$ cat config.mk
export PLATFORM = sky130hd
export DESIGN_NAME = pipe_stall_ctrl_flat
export DESIGN_NICKNAME = d
export VERILOG_FILES = /design/src/rtl/pipe_ctrl_pkg.sv /design/src/rtl/pipe_stall_ctrl_if.sv /design/src/rtl/mem_wait_counter.sv /design/src/rtl/pipe_stall_ctrl.sv /design/src/flat_wrapper.sv
export SDC_FILE = /design/constraint.sdc
export NUM_CORES = 1
export LEC_CHECK = 0
export ABC_CLOCK_PERIOD_IN_PS = 1400
export BUFFER_PORTS_ARGS = -buffer_cell sky130_fd_sc_hd__buf_2
export CAP_MARGIN = 5
export CORE_MARGIN = 3
export CORE_UTILIZATION = 33
export DETAILED_ROUTE_END_ITERATION = 6
export PLACE_DENSITY = 0.78
export SYNTH_ARGS = -nofsm -noshare
export SYNTH_HDL_FRONTEND = slang
export SYNTH_SLANG_ARGS = --single-unit
$ cat constraint.sdc
create_clock -name clk -period 1.4 [get_ports clk]
set_input_delay 0.14 -clock clk [delete_from_list [all_inputs] [get_ports clk]]
set_output_delay 0.14 -clock clk [all_outputs]
set_load 0.02 [all_outputs]
$ cat src/rtl/pipe_ctrl_pkg.sv
// Shared types and constants for the pipeline stall controller.
package pipe_ctrl_pkg;

  typedef enum logic [0:0] {
    ST_RUN  = 1'b0,
    ST_WAIT = 1'b1
  } stall_state_e;

  localparam int unsigned REG_W_DEFAULT = 5;
  localparam logic [4:0]  XZR           = 5'd31;

endpackage

$ cat src/rtl/pipe_stall_ctrl_if.sv
// Hazard-info inputs and register-bank control outputs of the stall controller.
// master = pipeline side driving hazard info, slave = the controller.
interface pipe_stall_ctrl_if #(
  parameter int unsigned REG_W = 5
);
  logic [REG_W-1:0] id_rn;
  logic [REG_W-1:0] id_rm;
  logic             id_uses_rn;
  logic             id_uses_rm;
  logic             ex_mem_read;
  logic [REG_W-1:0] ex_rd;
  logic             ex_branch_taken;
  logic             mem_req;

  logic             pc_en;
  logic             ifid_en;
  logic             idex_en;
  logic             exmem_en;
  logic             memwb_en;
  logic             ifid_flush;
  logic             idex_bubble;
  logic [31:0]      stall_cycles;

  modport master (
    output id_rn, id_rm, id_uses_rn, id_uses_rm, ex_mem_read, ex_rd, ex_branch_taken, mem_req,
    input  pc_en, ifid_en, idex_en, exmem_en, memwb_en, ifid_flush, idex_bubble, stall_cycles
  );

  modport slave (
    input  id_rn, id_rm, id_uses_rn, id_uses_rm, ex_mem_read, ex_rd, ex_branch_taken, mem_req,
    output pc_en, ifid_en, idex_en, exmem_en, memwb_en, ifid_flush, idex_bubble, stall_cycles
  );
endinterface

$ cat src/rtl/mem_wait_counter.sv
// Loadable down-counter timing the data-memory wait; zero flags the release cycle.
module mem_wait_counter #(
  parameter int unsigned CNT_W = 4
) (
  input  logic             clk,
  input  logic             reset,
  input  logic             load,
  input  logic [CNT_W-1:0] value,
  input  logic             dec,
  output logic             zero
);

  logic [CNT_W-1:0] cnt_q, cnt_d;

  always_comb begin
    cnt_d = cnt_q;
    if (load) begin
      cnt_d = value;
    end else if (dec && (cnt_q != '0)) begin
      cnt_d = cnt_q - 1'b1;
    end
  end

  always_ff @(posedge clk) begin
    if (reset) begin
      cnt_q <= '0;
    end else begin
      cnt_q <= cnt_d;
    end
  end

  assign zero = (cnt_q == '0);

endmodule

$ cat src/rtl/pipe_stall_ctrl.sv
// Hazard/stall controller for the 5-stage pipeline: memory wait, branch flush, load-use stall.
// Optional stall-cycle counter enabled by defining PIPE_STALL_CNT_EN.
module pipe_stall_ctrl
  import pipe_ctrl_pkg::*;
#(
  parameter int unsigned MEM_LAT = 2,
  parameter int unsigned CNT_W   = 4,
  parameter int unsigned REG_W   = REG_W_DEFAULT
) (
  input logic              clk,
  input logic              reset,
  pipe_stall_ctrl_if.slave bus
);

  // First frozen cycle happens in RUN, so the counter covers the remaining MEM_LAT-1.
  localparam logic [CNT_W-1:0] LOAD_VAL = CNT_W'((MEM_LAT > 0) ? (MEM_LAT - 1) : 0);

  stall_state_e state_q, state_d;

  logic cnt_load, cnt_dec, cnt_zero;
  logic mem_stall, load_use;
  logic pc_en, ifid_en, idex_en, exmem_en, memwb_en, ifid_flush, idex_bubble;

  mem_wait_counter #(
    .CNT_W(CNT_W)
  ) u_mem_wait_counter (
    .clk  (clk),
    .reset(reset),
    .load (cnt_load),
    .value(LOAD_VAL),
    .dec  (cnt_dec),
    .zero (cnt_zero)
  );

  assign mem_stall = bus.mem_req && (MEM_LAT > 0);

  assign load_use = bus.ex_mem_read && (bus.ex_rd != REG_W'(XZR)) &&
                    ((bus.id_uses_rn && (bus.id_rn == bus.ex_rd)) ||
                     (bus.id_uses_rm && (bus.id_rm == bus.ex_rd)));

  always_comb begin
    state_d     = state_q;
    cnt_load    = 1'b0;
    cnt_dec     = 1'b0;
    pc_en       = 1'b1;
    ifid_en     = 1'b1;
    idex_en     = 1'b1;
    exmem_en    = 1'b1;
    memwb_en    = 1'b1;
    ifid_flush  = 1'b0;
    idex_bubble = 1'b0;

    if (reset) begin
      state_d = ST_RUN;
    end else begin
      case (state_q)
        ST_RUN: begin
          if (mem_stall) begin
            {pc_en, ifid_en, idex_en, exmem_en, memwb_en} = '0;
            cnt_load = 1'b1;
            state_d  = ST_WAIT;
          end else if (bus.ex_branch_taken) begin
            ifid_flush  = 1'b1;
            idex_bubble = 1'b1;
          end else if (load_use) begin
            pc_en       = 1'b0;
            ifid_en     = 1'b0;
            idex_bubble = 1'b1;
          end
        end
        ST_WAIT: begin
          if (!cnt_zero) begin
            {pc_en, ifid_en, idex_en, exmem_en, memwb_en} = '0;
            cnt_dec = 1'b1;
          end else begin
            // Branch held in EX during the freeze is flushed on the release cycle.
            state_d = ST_RUN;
            if (bus.ex_branch_taken) begin
              ifid_flush  = 1'b1;
              idex_bubble = 1'b1;
            end
          end
        end
        default: state_d = ST_RUN;
      endcase
    end
  end

  always_ff @(posedge clk) begin
    if (reset) begin
      state_q <= ST_RUN;
    end else begin
      state_q <= state_d;
    end
  end

  assign bus.pc_en       = pc_en;
  assign bus.ifid_en     = ifid_en;
  assign bus.idex_en     = idex_en;
  assign bus.exmem_en    = exmem_en;
  assign bus.memwb_en    = memwb_en;
  assign bus.ifid_flush  = ifid_flush;
  assign bus.idex_bubble = idex_bubble;

`ifdef PIPE_STALL_CNT_EN
  logic [31:0] stall_cnt_q;
  logic        any_stall;

  assign any_stall = ~&{pc_en, ifid_en, idex_en, exmem_en, memwb_en};

  always_ff @(posedge clk) begin
    if (reset) begin
      stall_cnt_q <= '0;
    end else if (any_stall) begin
      stall_cnt_q <= stall_cnt_q + 32'd1;
    end
  end

  assign bus.stall_cycles = stall_cnt_q;
`else
  assign bus.stall_cycles = '0;
`endif

endmodule
$ cat src/flat_wrapper.sv
// flat-port wrapper written by rule: the top's interface ports become plain ports
module pipe_stall_ctrl_flat import pipe_ctrl_pkg::*;
#(
  parameter int unsigned MEM_LAT = 2,
  parameter int unsigned CNT_W   = 4,
  parameter int unsigned REG_W   = REG_W_DEFAULT
)
  (clk, reset, bus_id_rn, bus_id_rm, bus_id_uses_rn, bus_id_uses_rm, bus_ex_mem_read, bus_ex_rd, bus_ex_branch_taken, bus_mem_req, bus_pc_en, bus_ifid_en, bus_idex_en, bus_exmem_en, bus_memwb_en, bus_ifid_flush, bus_idex_bubble, bus_stall_cycles);
  pipe_stall_ctrl_if #(.REG_W(REG_W)) bus_i ();
  input logic clk;
  input logic reset;
  input wire logic [$bits(bus_i.id_rn)-1:0] bus_id_rn;
  input wire logic [$bits(bus_i.id_rm)-1:0] bus_id_rm;
  input wire logic [$bits(bus_i.id_uses_rn)-1:0] bus_id_uses_rn;
  input wire logic [$bits(bus_i.id_uses_rm)-1:0] bus_id_uses_rm;
  input wire logic [$bits(bus_i.ex_mem_read)-1:0] bus_ex_mem_read;
  input wire logic [$bits(bus_i.ex_rd)-1:0] bus_ex_rd;
  input wire logic [$bits(bus_i.ex_branch_taken)-1:0] bus_ex_branch_taken;
  input wire logic [$bits(bus_i.mem_req)-1:0] bus_mem_req;
  output wire logic [$bits(bus_i.pc_en)-1:0] bus_pc_en;
  output wire logic [$bits(bus_i.ifid_en)-1:0] bus_ifid_en;
  output wire logic [$bits(bus_i.idex_en)-1:0] bus_idex_en;
  output wire logic [$bits(bus_i.exmem_en)-1:0] bus_exmem_en;
  output wire logic [$bits(bus_i.memwb_en)-1:0] bus_memwb_en;
  output wire logic [$bits(bus_i.ifid_flush)-1:0] bus_ifid_flush;
  output wire logic [$bits(bus_i.idex_bubble)-1:0] bus_idex_bubble;
  output wire logic [$bits(bus_i.stall_cycles)-1:0] bus_stall_cycles;
  assign bus_i.id_rn = bus_id_rn;
  assign bus_i.id_rm = bus_id_rm;
  assign bus_i.id_uses_rn = bus_id_uses_rn;
  assign bus_i.id_uses_rm = bus_id_uses_rm;
  assign bus_i.ex_mem_read = bus_ex_mem_read;
  assign bus_i.ex_rd = bus_ex_rd;
  assign bus_i.ex_branch_taken = bus_ex_branch_taken;
  assign bus_i.mem_req = bus_mem_req;
  assign bus_pc_en = bus_i.pc_en;
  assign bus_ifid_en = bus_i.ifid_en;
  assign bus_idex_en = bus_i.idex_en;
  assign bus_exmem_en = bus_i.exmem_en;
  assign bus_memwb_en = bus_i.memwb_en;
  assign bus_ifid_flush = bus_i.ifid_flush;
  assign bus_idex_bubble = bus_i.idex_bubble;
  assign bus_stall_cycles = bus_i.stall_cycles;
  pipe_stall_ctrl #(.MEM_LAT(MEM_LAT), .CNT_W(CNT_W), .REG_W(REG_W)) u_core (.clk(clk), .reset(reset), .bus(bus_i));
endmodule
==> Yosys cells after proc, flatten, opt, wreduce, memory -nomap -nowiden <==
Index checks and enable logic that the tools add are counted.
{ "word_totals": {"register_bits": 5, "inputBits": 22, "out_inout_bits": 39, "wordCells": 46} }
{ "op_classes": {"n_addsub": 1, "eq_ne": 3, "n_mux": 28, "bitwise_logic": 1, "reduce_logical": 10} }
{ "op_table": {"columns": ["operator", "n"], "rows": [
  ["$mux W1", 23],
  ["$eq A5 B5 Y1", 2],
  ["$pmux W1 S2", 5],
  ["$logic_and A1 B1 Y1", 5],
  ["$ne A5 B5 Y1 const B", 1],
  ["$logic_not A4 Y1", 1],
  ["$reduce_bool A4 Y1", 1],
  ["$sub A4 B1 Y4 const B", 1],
  ["$reduce_bool A2 Y1", 1],
  ["$reduce_or A2 Y1", 1],
  ["$logic_or A1 B1 Y1", 1],
  ["$not A1 Y1", 1]
]} }

==> Depth between registers and ports, before layout <==
{ "depth": {"ltp_word": 9, "ltp_mapped": 7, "depth_no_buf": 6} }

==> By module <==
Synthesis repeated with hierarchy kept, for this count alone.
{ "hier_totals": {"cells_unflattened": 95, "hier_area_um2": 752.0} }
{ "modules_own_cells": {"columns": ["module", "n_inst", "cells_each", "area_per_inst_um2", "seq_area_each_um2"], "rows": [
  ["pipe_stall_ctrl", 1, 66, 489.2, 20.0],
  ["mem_wait_counter", 1, 29, 262.8, 80.1]
]} }

==> Least setup slack after synthesis <==
OpenSTA, ideal clock, no wires.
{ "synth_timing": {"path_type": "reg2out", "start": "register u_core.u_mem_wait_counter.cnt_q[0]", "end": "output port bus_pc_en", "arrival_time_ps": 1587, "required_ps": 1260, "slack_ps": -327, "stages_incl_launch_ff": 7, "path_buffers": 1, "path_cell_list": "dfxtp_1 inv_1 ha_1 or3b_4 mux2i_1 o22a_1 buf_4"} }
{ "synth_between": {"elab_chain_len": 4} }
{ "synth_lines": {"columns": ["item", "line", "text"], "rows": [
  ["from (decl)", "mem_wait_counter.sv:13", "logic [CNT_W-1:0] cnt_q, cnt_d;"],
  ["from (signal assigned)", "mem_wait_counter.sv:28", "cnt_q <= cnt_d;"],
  ["$logic_not A4 Y1", "mem_wait_counter.sv:32", "assign zero = (cnt_q == '0);"],
  ["$mux W1", null, null],
  ["$pmux W1 S2", null, null],
  ["$mux W1", null, null],
  ["to (decl)", "flat_wrapper.sv:20", "output wire logic [$bits(bus_i.pc_en)-1:0] bus_pc_en;"]
]} }
No other way between the ends.

==> Worst setup path after layout <==
{ "layout_timing": {"start": "register u_core.u_mem_wait_counter.cnt_q[0]", "end": "output port bus_pc_en"} }
{ "layout_between": {"elab_chain_len": 4} }
{ "layout_lines": {"columns": ["item", "line", "text"], "rows": [
  ["$logic_not A4 Y1", "mem_wait_counter.sv:32", null],
  ["$mux W1", "pipe_stall_ctrl.sv:72", "if (!cnt_zero) begin"],
  ["$pmux W1 S2", "pipe_stall_ctrl.sv:56", "case (state_q)"],
  ["$mux W1", "pipe_stall_ctrl.sv:53", "if (reset) begin"]
]} }
No other way between the ends.

==> results.py <==
metrics = {
    "run_status": {
        "status": "finished, violations left",
        "violations": "negative setup slack",
    },
    "grt": {
        "grt_max_degree": 9,
        "antenna_found_initial": 0,
        "grt_overflow": 0,
        "grt_pass1_vias": 574,
        "grt_pass1_wl_microns": 2608,
        "grtUsageTotal_pct": 13.18,
    },
    "setup_path": {
        "regToRegStartpoint": "u_core.u_mem_wait_counter.cnt_q[0]",
        "worst-setup-path-type": "flip-flop to output pin",
        "timing.critical_path.from_type": "flip-flop",
        "worstPathCellList": "inv_2, ha_4, or3b_4, mux2i_4, o22a_2, buf_6",
        "max_stage_delay_ns": 0.41,
        "critPathBufInv": 2,
        "cp_data_required_time_ns": 1.26,
        "endpoint_kind": "output pin",
        "setup.worst_path.start": "u_core.u_mem_wait_counter.cnt_q[0]",
        "crit_fanout": 3,
        "slowest_stage": "or3b_4",
        "critical_path.top_delay_family": "simple AND/OR/NAND/NOR gates",
        "worstPathArrival_ns": 1.69,
    },
    "yosys": {
        "yosysTopAreaCellShare_pct": 38.39,
        "synth.distinct_cells": 28,
        "ys_warn_count": 0,
        "synth_async_sr_flop_share_pct": 0,
        "synth_common_cells": "buf_4 (35), xor2_1 (8), dfxtp_1 (5), inv_1 (4), xnor2_1 (4)",
        "synth_most_common_cell": "buf_4",
        "syn_avg_cell_area_sq_um": 7.958,
        "ys_ff_latch": 5,
        "syn_area_sq_um": 684.4,
        "synth-seq-area-share_pct": 14.63,
        "yosys.area.top_type": "buf_4",
        "syn_inst": 86,
        "synthTopCellsByArea": "buf_4 (38%), dfxtp_1 (15%), xor2_1 (10%)",
        "synth_edf_count": 0,
        "synth_ff_type": "dfxtp_1",
    },
    "clock_network": {
        "h-tree-depth": 1,
        "clock_tree.root_cell": "clkbuf_4",
        "numCtsBuffers": 3,
        "clk_path_buf_depth": 2,
        "clk_pin_slew_ns": 0.04,
        "cts_tree": "yes",
        "clk_latency_ns": 0.23,
        "cts.sinks": 5,
    },
    "layout": {
        "num-nets-final": 152,
        "antenna_cells": 0,
        "nFillCells": 175,
        "drive_gt1_share_pct": 46.88,
        "finalInstanceArea_sq_um": 940.9,
        "seq_area_sq_um": 102.6,
        "multi_input_area_sq_um": 469.2,
        "syn2layout_area_growth_pct": 37.48,
        "final_core_util_pct": 51.16,
    },
    "pwr": {
        "vdd_drop_max_mv": 0.5101,
        "power_leakage_nw": 0.4886,
        "power_density_mw_per_mm2": 695.8,
    },
    "timing": {
        "setup_viol": 12,
        "period_minus_slack_ns": 1.825,
        "fin_crit_sh_pct": 130.4,
        "hold_slack_ns": 0.2008,
        "hold_viol": 0,
        "finClkSkew_ns": 0.001769,
        "max_freq_ghz": 0.5478,
        "fin_ws_ns": -0.4254,
        "rsz0062_at_grt": "true",
        "slew_viol_final": 0,
    },
    "min_path": {
        "min_from": "reset",
        "hp-class": "input pin to flip-flop",
    },
    "floorplan": {
        "num_rows": 15,
        "die_area_sq_mm": 0.002656,
        "ios": 61,
        "core_sq_mm": 0.001839,
        "initial_core_util_pct": 37.21,
        "die_h_microns": 51.54,
        "dieWidth_microns": 51.54,
    },
    "route": {
        "num_vias": 631,
        "ant_nets": 0,
        "dr.pass1.iters": 4,
        "wl_microns": 1810,
        "drc_errors": 0,
        "wire_per_inst_microns": 11.83,
        "drtIter0Drc": 7,
        "vias_per_cell": 4.124,
    },
    "place": {
        "dpl_worst_slack_ns": -0.2071,
        "place.detailed.hpwl_microns": 1336,
        "placed_area_sq_um": 790.8,
        "port_buffers": 28,
        "gp_congestion": 0.8336,
    },
    "flow_run": {
        "drv_cap": 0,
    },
}
==> placed cells by master, fill, tap and decap left out, types with 2 or more instances in the layout <==
master    netlist  layout
buf_2           1      21
dfxtp_2         0       2
buf_6           0       7
nand4b_1        2       2
dfxtp_1         5       3
buf_4          35      15
and2_1          2       2
xor2_1          8       8
inv_2           0       3
nor4_1          2       2
nand3_1         2       2
nor2_1          3       2
xnor2_1         4       4
conb_1          1      32
clkbuf_4        0       3
==> through the flow <==
stage / power [mW] / cells / TNS (ns)
finish: 0.6547 / 153 / -3.417
global route: 0.6948 / 153 / -3.872
CTS: 0.6305 / 150 / -2.816
detailed placement: 0.4203 / 142 / -1.521
global placement: 0.4152 / 142 / -1.137
floorplan: 0.4163 / 117 / -0.6975
==> cell families (layout without fill, tap and decap cells) <==
| family | Yosys count | after routing | share of synthesized area (%) |
|---|---|---|---|
| buffers and inverters | 40 | 51 | 41.31 |
| AOI/OAI and AO/OA | 6 | 6 | 6.948 |
| and+or+nand+nor | 20 | 20 | 17.92 |
| adders and majority gates | 1 | 1 | 1.828 |
| xor gates and xnor gates | 12 | 12 | 15.36 |
| other | 1 | 32 | 0.5479 |
| DFF | 5 | 5 | 14.63 |
| muxes | 1 | 1 | 1.463 |
==> per-layer routing <==
metal  vias up  routed length, microns  global-route usage [%]
li1        300                       -                       -
met1       290                     590                   13.71
met2        41                    1068                   27.33
met3         0                     151                   2.579
met4         0                       0                   1.310
met5         -                       0                       0
==> sequential cells by signal, summed over array words and instances (netlist names) <==
register,cells
u_core.state_q,1
u_core.u_mem_wait_counter.cnt_q,4
==> cell type report <==
type / count / area share, %
multi-input combinational: 72 / 49.87
timing repair buffer: 43 / 31.52
inverter: 4 / 1.596
tap: 25 / 3.324
sequential: 5 / 10.90
clock buffer: 4 / 2.793
==> where the power goes <==
part	switching (mW)	internal, mW
logic	0.195	0.144
registers	0.00544	0.151
clock network	0.0517	0.107
==> final timing paths <==
| check | to | slack (ns) | cells past startpoint |
|---|---|---|---|
| max reg2reg | u_core.u_mem_wait_counter.cnt_q[3] | -0.22 | 8 |
| min | u_core.u_mem_wait_counter.cnt_q[0] | 0.20 | 2 |
| max | bus_pc_en | -0.43 | 6 |
| min reg2reg | u_core.u_mem_wait_counter.cnt_q[1] | 0.58 | 2 |
==> what timing repair did <==
item,in CTS,in global routing
hold buffers,0,0
setup buffers,4,3
pin swaps,5,0
setup endpoints to repair,11,11
hold endpoints to repair,0,0
gates resized for setup,17,3
Note: power is estimated with default switching activity, not from simulation.
